`src/rtl/router_pkg.sv`:
```
// Shared router constants and helpers.
// Keeps arbiter and Router message widths tied to one definition.
package router_pkg;

    // Default message width shared by the Router and its input arbiter.
    localparam int NBITS_DEFAULT = 32;

    // Select/index width for n requesters; never narrower than one bit.
    function automatic int sel_w(input int n);
        return (n <= 1) ? 1 : $clog2(n);
    endfunction

endpackage

```
`src/rtl/rr_arbiter.sv`:
```
// Combinational round-robin arbiter.
// Ports: req (requests), ptr (highest-priority index), en (grant enable),
//        gnt (one-hot grant, gated by en), gnt_idx (winner), next_ptr.
import router_pkg::*;

module rr_arbiter #(
    parameter int N  = 4,
    parameter int SW = sel_w(N)
) (
    input  logic [N-1:0]  req,
    input  logic [SW-1:0] ptr,
    input  logic          en,
    output logic [N-1:0]  gnt,
    output logic [SW-1:0] gnt_idx,
    output logic [SW-1:0] next_ptr
);

    logic found;
    int   j;

    always_comb begin
        gnt     = '0;
        gnt_idx = '0;
        found   = 1'b0;
        j       = 0;
        // Scan from ptr upward, wrapping modulo N without relying on
        // power-of-two overflow.
        for (int i = 0; i < N; i++) begin
            j = int'(ptr) + i;
            if (j >= N) begin
                j = j - N;
            end
            if (!found && req[j]) begin
                found   = 1'b1;
                gnt_idx = SW'(j);
                gnt[j]  = en;
            end
        end
        if (!found) begin
            next_ptr = ptr;
        end else if (gnt_idx == SW'(N - 1)) begin
            next_ptr = '0;
        end else begin
            next_ptr = gnt_idx + SW'(1);
        end
    end

endmodule

```
`src/rtl/router_input_arbiter.sv`:
```
// Round-robin merge of ninputs val/rdy streams into one registered stream.
// Ports: clk, reset (async high), istream_val/msg/rdy (per requester),
//        ostream_val/msg/rdy (merged output), grant_idx (trace of held entry).
import router_pkg::*;

module router_input_arbiter #(
    parameter int nbits   = NBITS_DEFAULT,
    parameter int ninputs = 4,
    localparam int SW     = sel_w(ninputs)
) (
    input  logic                            clk,
    input  logic                            reset,
    input  logic [ninputs-1:0]              istream_val,
    input  logic [ninputs-1:0][nbits-1:0]   istream_msg,
    output logic [ninputs-1:0]              istream_rdy,
    output logic                            ostream_val,
    output logic [nbits-1:0]                ostream_msg,
    input  logic                            ostream_rdy,
    output logic [SW-1:0]                   grant_idx
);

    logic             full_q, full_d;
    logic [nbits-1:0] msg_q, msg_d;
    logic [SW-1:0]    idx_q, idx_d;
    logic [SW-1:0]    ptr_q, ptr_d;

    logic             drain;
    logic             can_accept;
    logic             accept;
    logic [ninputs-1:0] gnt;
    logic [SW-1:0]    win_idx;
    logic [SW-1:0]    win_next;

    assign drain      = full_q & ostream_rdy;
    // Drain and refill in the same cycle keeps full throughput.
    assign can_accept = (!full_q | drain) & !reset;

    rr_arbiter #(
        .N  (ninputs),
        .SW (SW)
    ) u_rr (
        .req      (istream_val),
        .ptr      (ptr_q),
        .en       (can_accept),
        .gnt      (gnt),
        .gnt_idx  (win_idx),
        .next_ptr (win_next)
    );

    // gnt is only set on a valid requester, so any grant is an accept.
    assign istream_rdy = gnt;
    assign accept      = |gnt;

    always_comb begin
        full_d = full_q;
        msg_d  = msg_q;
        idx_d  = idx_q;
        ptr_d  = ptr_q;
        if (accept) begin
            full_d = 1'b1;
            msg_d  = istream_msg[win_idx];
            idx_d  = win_idx;
            ptr_d  = win_next;
        end else if (drain) begin
            full_d = 1'b0;
        end
    end

    always_ff @(posedge clk or posedge reset) begin
        if (reset) begin
            full_q <= 1'b0;
            msg_q  <= '0;
            idx_q  <= '0;
            ptr_q  <= '0;
        end else begin
            full_q <= full_d;
            msg_q  <= msg_d;
            idx_q  <= idx_d;
            ptr_q  <= ptr_d;
        end
    end

    assign ostream_val = full_q;
    assign ostream_msg = msg_q;
    assign grant_idx   = idx_q;

endmodule

```
`config.mk`:
```
export PLATFORM = sky130hd
export DESIGN_NAME = router_input_arbiter
export DESIGN_NICKNAME = d
export VERILOG_FILES = /design/src/rtl/router_pkg.sv /design/src/rtl/rr_arbiter.sv /design/src/rtl/router_input_arbiter.sv
export SDC_FILE = /design/constraint.sdc
export NUM_CORES = 1
export LEC_CHECK = 0
export ABC_AREA = 1
export CAP_MARGIN = 20
export CORE_MARGIN = 2
export CORE_UTILIZATION = 40
export CTS_BUF_LIST = sky130_fd_sc_hd__clkbuf_16
export CTS_CLUSTER_DIAMETER = 200
export DETAILED_ROUTE_END_ITERATION = 8
export PLACE_DENSITY = 0.86
export SLEW_MARGIN = 20
export SYNTH_ARGS = -nofsm -noshare
export SYNTH_HDL_FRONTEND = slang
export SYNTH_SLANG_ARGS = --single-unit
```
`constraint.sdc`:
```
create_clock -name clk -period 3.3 [get_ports clk]
set_input_delay 0.66 -clock clk [delete_from_list [all_inputs] [get_ports clk]]
set_output_delay 0.66 -clock clk [all_outputs]
set_load 0.05 [all_outputs]
```
## After elaboration in Yosys (flattened, before gate mapping)

Index checks and enable logic that the tools add are counted.

| storage, ports and cells | value |
|---|---|
| register bits after elaboration | 37 |
| memories | 0 |
| memory bits (writable) | 0 |
| input bits | 135 |
| output and inout bits | 39 |
| latch bits | 0 |
| logic and storage cells | 89 |
| memory bits (read-only) | 0 |

| cells by class | value |
|---|---|
| eq/ne operators | 1 |
| bitwise logic cells | 4 |
| div/mod/pow operators | 0 |
| multipliers | 0 |
| muxes and demuxes | 44 |
| shift operators | 0 |
| reduce and logical (&&, ||, !) cells | 15 |
| add/sub/neg operators | 8 |
| magnitude comparators | 13 |

Operators by type and width:

| cell | number |
|---|---|
| $mux 32 | 5 |
| $ge 32x1->1 const B | 4 |
| $lt 32x4->1 const B | 4 |
| $ge 32x4->1 const B | 3 |
| $sub 32x4->32 const B | 3 |
| $bmux 32 s2 | 1 |
| $mux 1 | 18 |
| $mux 4 | 4 |
| $bwmux 4 | 3 |
| $mux 2 | 5 |
| $bmux 1 s2 | 4 |
| $demux 1 s2 | 4 |
| $logic_and 1x1->1 | 7 |
| $add 2x2->3 const B | 2 |
| $logic_not 1->1 | 5 |
| $and 4x4->4 | 1 |
| $reduce_or 4->1 | 1 |
| $sub 2x3->4 const B | 1 |
| $add 2x1->3 const B | 1 |
| $ge 2x3->1 const B | 1 |
| $lt 2x3->1 const B | 1 |
| $add 2x1->2 const B | 1 |
| $and 1x1->1 | 2 |
| $eq 2x2->1 const B | 1 |
| 3 further kinds | 3 |

## Longest topological paths before layout

| depth | value |
|---|---|
| depth after elaboration | 17 |
| depth in mapped cells | 17 |
| mapped depth without buffers | 14 |

## By module

A second synthesis with hierarchy kept.

| unflattened totals | value |
|---|---|
| cell total of the unflattened synthesis | 564 |
| area, all modules | 3,393.3 um^2 |

Modules (own cells, without submodules):

| module | cells an instance | instances | area an instance (um^2) | sequential area each (um^2) |
|---|---|---|---|---|
| router_input_arbiter | 462 | 1 | 2,773.9 | 925.9 |
| rr_arbiter | 102 | 1 | 619.3 | 0.0 |

## Worst setup path after synthesis

No wires, ideal clock.

| timing | value |
|---|---|
| path type | reg-to-output |
| start | register ptr_q[1] |
| end | output istream_rdy[1] |
| arrival time | 1.966 ns |
| required time | 2.640 ns |
| stages on the path, launching flop included | 12 |
| slack | 0.674 ns |
| buffers on the path | 1 |
| cells stage by stage | dfrtp_1 inv_1 ha_1 inv_1 nand2_1 nand2_1 nor2_4 buf_6 nand4_1 nand3_1 nand2_1 inv_1 |

| on the way | value |
|---|---|
| word-level cells in the longest chain between the ends | 15 |
| elaborated cells between the ends (all ways) | 64 |
| those cells by class | add/sub (7); order compare (12); mux (34); bitwise (1); reduce/logical (10) |

Ends and longest elaborated chain:

| element | RTL line | RTL |
|---|---|---|
| from (decl) | router_input_arbiter.sv:25 | `logic [SW-1:0] ptr_q, ptr_d;` |
| from (signal assigned) | router_input_arbiter.sv:79 | `ptr_q <= ptr_d;` |
| parallel branches: the longest is 14 deep, another holds $sub 32x4->32 | n/a |  |
| $mux 4 * | rr_arbiter.sv:33 | `if (!found && req[j]) begin` |
| to (decl) | router_input_arbiter.sv:15 | `output logic [ninputs-1:0] istream_rdy,` |

Mark *: on every way between the ends. The select of a mux whose other input is x is not followed.

## Final worst setup path

Ends and elaborated chain as after synthesis.

==> flow_metrics.py <==
metrics = {
    "yosys": {
        "yosys.area.top_type": "dfrtp_1",
        "ys_top_cells_by_count": "200 x nand2_1, 78 x nand3_1, 76 x inv_1, 64 x nand3b_1, 37 x dfrtp_1",
        "syn-num-nets": 709,
        "syn_inst": 566,
        "synthTopCellsByArea": "dfrtp_1 25%, nand2_1 21%, nand3b_1 13%",
        "yosys.area_share.adder": 0.0275,
        "synth_edf_count": 0,
        "synthMuxAreaShare": 0,
        "yosysMostFrequentCell": "nand2_1",
        "synth_area_mm2": 0.00364,
        "synth-seq-cells": 37,
        "synthSimpleGateAreaFrac": 0.549,
        "synth_cell_types": 25,
        "synth_xor_area_frac": 0.00240,
        "yosysTopAreaCellShare": 0.254,
        "synthFlopType": "dfrtp_1",
        "async_reset_ff_frac": 1.00,
        "yosysSeqAreaShare": 0.254,
        "syn_avg_cell_area_um2": 6.44,
        "yosysWarnings": 0,
        "synth-compound-area-share": 0.0185,
        "synth_top_family_by_area": "simple AND/OR/NAND/NOR gates",
    },
    "sta": {
        "period_share": 0.930,
        "rsz0062_at_grt": "no",
        "clock_skew_ns": 0.00668,
        "slew_headroom": 0.500,
        "fmax_ghz": 0.326,
        "worst_pin_slew_ns": 0.749,
        "finalHoldViolations": 0,
        "setup_viol": 0,
        "finalSetupTns_ns": 0,
        "period_minus_slack_ns": 3.07,
        "slew_violations": 0,
    },
    "routing": {
        "first_iter_violations": 143,
        "via_count": 4097,
        "viasPerCell": 4.94,
        "drc": 0,
        "ant_nets": 0,
        "routedWlPerCell_um": 13.1,
        "first_pass_iters": 5,
        "routed_wl_mm": 10.8,
    },
    "place": {
        "io_buffers": 173,
        "gp_congestion": 0.852,
        "dp_hpwl_mm": 8.20,
    },
    "floorplan": {
        "dieHeight_um": 99.5,
        "start_util": 0.416,
        "dieArea_mm2": 0.00989,
        "core_region_area_mm2": 0.00876,
        "row_count": 34,
        "io_pins": 174,
        "die_w_um": 99.5,
    },
    "critical_path": {
        "critPathCapture": "istream_rdy[1]",
        "r2r_slack_ns": 0.56,
        "cp-end-kind": "output port",
        "regToRegEndpoint": "ostream_msg[17]",
        "crit_fanout": 8,
        "cp-startpoint": "ptr_q[1]",
        "crit_arrival_ns": 2.41,
        "r2r_start": "ptr_q[1]",
        "r2r_cells": 12,
        "path_common_cell": "inv_1",
        "critPathSlowestCell": "dfrtp_2",
        "slowest_delay_ns": 0.47,
        "required_ns": 2.64,
        "start_kind": "register",
        "cp_cell_sequence": "inv_1, ha_1, inv_1, nand3_1, nand2_1, nor2_4, a21boi_0, nand3_1, nand2_1, inv_1, buf_12",
        "criticalPathCategory": "register to output port",
    },
    "global_routing": {
        "grt_pass1_vias": 4104,
        "grt_usage": 0.221,
        "antenna_found_initial": 0,
        "overflow": 0,
        "grt_first_pass_wirelength_mm": 18.0,
        "grt_max_degree": 45,
    },
    "clock_network": {
        "cts_made_buffers": 5,
        "cts.htree.levels": 2,
        "clk_latency_ns": 0.28,
        "clock-sinks": 37,
        "cts-root-buf": "clkbuf_16",
        "cts.path.max_buffers": 2,
        "cts_tree": "yes",
        "cts.reportedPaths.clkPinSlew_ns": 0.06,
        "cts_setup_buffers": 0,
    },
    "outcome": {
        "status": "complete, no violations",
    },
    "flow_run": {
        "maxCapViolations": 0,
    },
    "finish": {
        "syn2layout_area_growth_pct": 53.1,
        "n_antenna_cell": 0,
        "fin_nets": 864,
        "drive_gt1_frac": 0.105,
        "fillers": 767,
    },
    "hold_path": {
        "hp-class": "register to register",
    },
}
## worst min path at each step
stage,depth (start not counted),endpoint,from,slack (ns)
after detailed placement,2,ostream_msg[29],ostream_msg[29],0.46
after global placement,2,ostream_msg[2],ostream_msg[2],0.46
after CTS,2,ostream_msg[29],ostream_msg[29],0.48
after global routing,2,ostream_msg[3],ostream_msg[3],0.51
after floorplan,2,ptr_q[1],ptr_q[1],0.59
final,2,ostream_msg[0],ostream_msg[0],0.48
## per-layer routing
layer / wire, um / vias to the layer above / GRT usage
met5: 0 / - / 0
met4: 160 / 0 / 0.0569
li1: - / 2070 / -
met3: 867 / 18 / 0.0464
met2: 5490 / 172 / 0.413
met1: 4330 / 1837 / 0.256
## layout make-up
type	instances	area [um^2]	area share
Inverter	79	302	0.0540
Tap cell	108	135	0.0242
Sequential cell	37	928	0.166
Clock buffer	5	125	0.0224
Clock inverter	3	43.8	0.00785
Timing Repair Buffer	183	1860	0.333
Multi-Input combinational cell	415	2190	0.392
## cell families (layout without fill, tap and decap cells)
group	Yosys count	in the layout
AO/OA/AOI/OAI	11	11
buffers and inverters	114	270
XOR/XNOR	1	1
adder cells (fa/ha/maj)	8	8
AND/OR/NAND/NOR	395	395
flip-flops	37	37
## repair_timing
action                     in CTS  in global routing
resized for setup               0                  2
setup endpoints to repair       0                  4
hold buffers                    0                  0
## state kept, by name (all words and copies together), names as in the netlist
register / cells
ostream_msg: 32
grant_idx: 2
ostream_val: 1
ptr_q: 2
## cells in the final DEF (no fill, tap or decap), types with 8 or more instances in the layout
cell | synthesis | routed
nand3_1 | 78 | 78
nand2_1 | 200 | 197
nand3b_1 | 64 | 64
inv_1 | 76 | 75
buf_4 | 7 | 9
clkdlybuf4s50_1 | 0 | 169
nand2_2 | 34 | 37
ha_1 | 8 | 8
dfrtp_1 | 37 | 35
## through the flow
stage	utilization	instances	hold WS [ns]	setup slack (ns)	instance area, um^2
2_1_floorplan	-	566	0.590	0.674	3640
3_3_place_gp	0.617	822	0.460	0.424	5410
3_5_place_dp	0.617	822	0.464	0.312	5410
4_1_cts	0.636	830	0.480	0.150	5580
5_1_grt	0.637	830	0.510	0.0324	5580
6_report	0.637	830	0.477	0.230	5580
## critical path: cells and delay by family (launching register included)
family,cells,cell delay (ns)
buf+inv,4,0.62
simple gates,5,0.51
flops,1,0.47
fa+ha+maj,1,0.34
compound gates,1,0.19
Power is not shown: default switching activity piles up to over one toggle a cycle in this logic, so the estimate is an artifact.
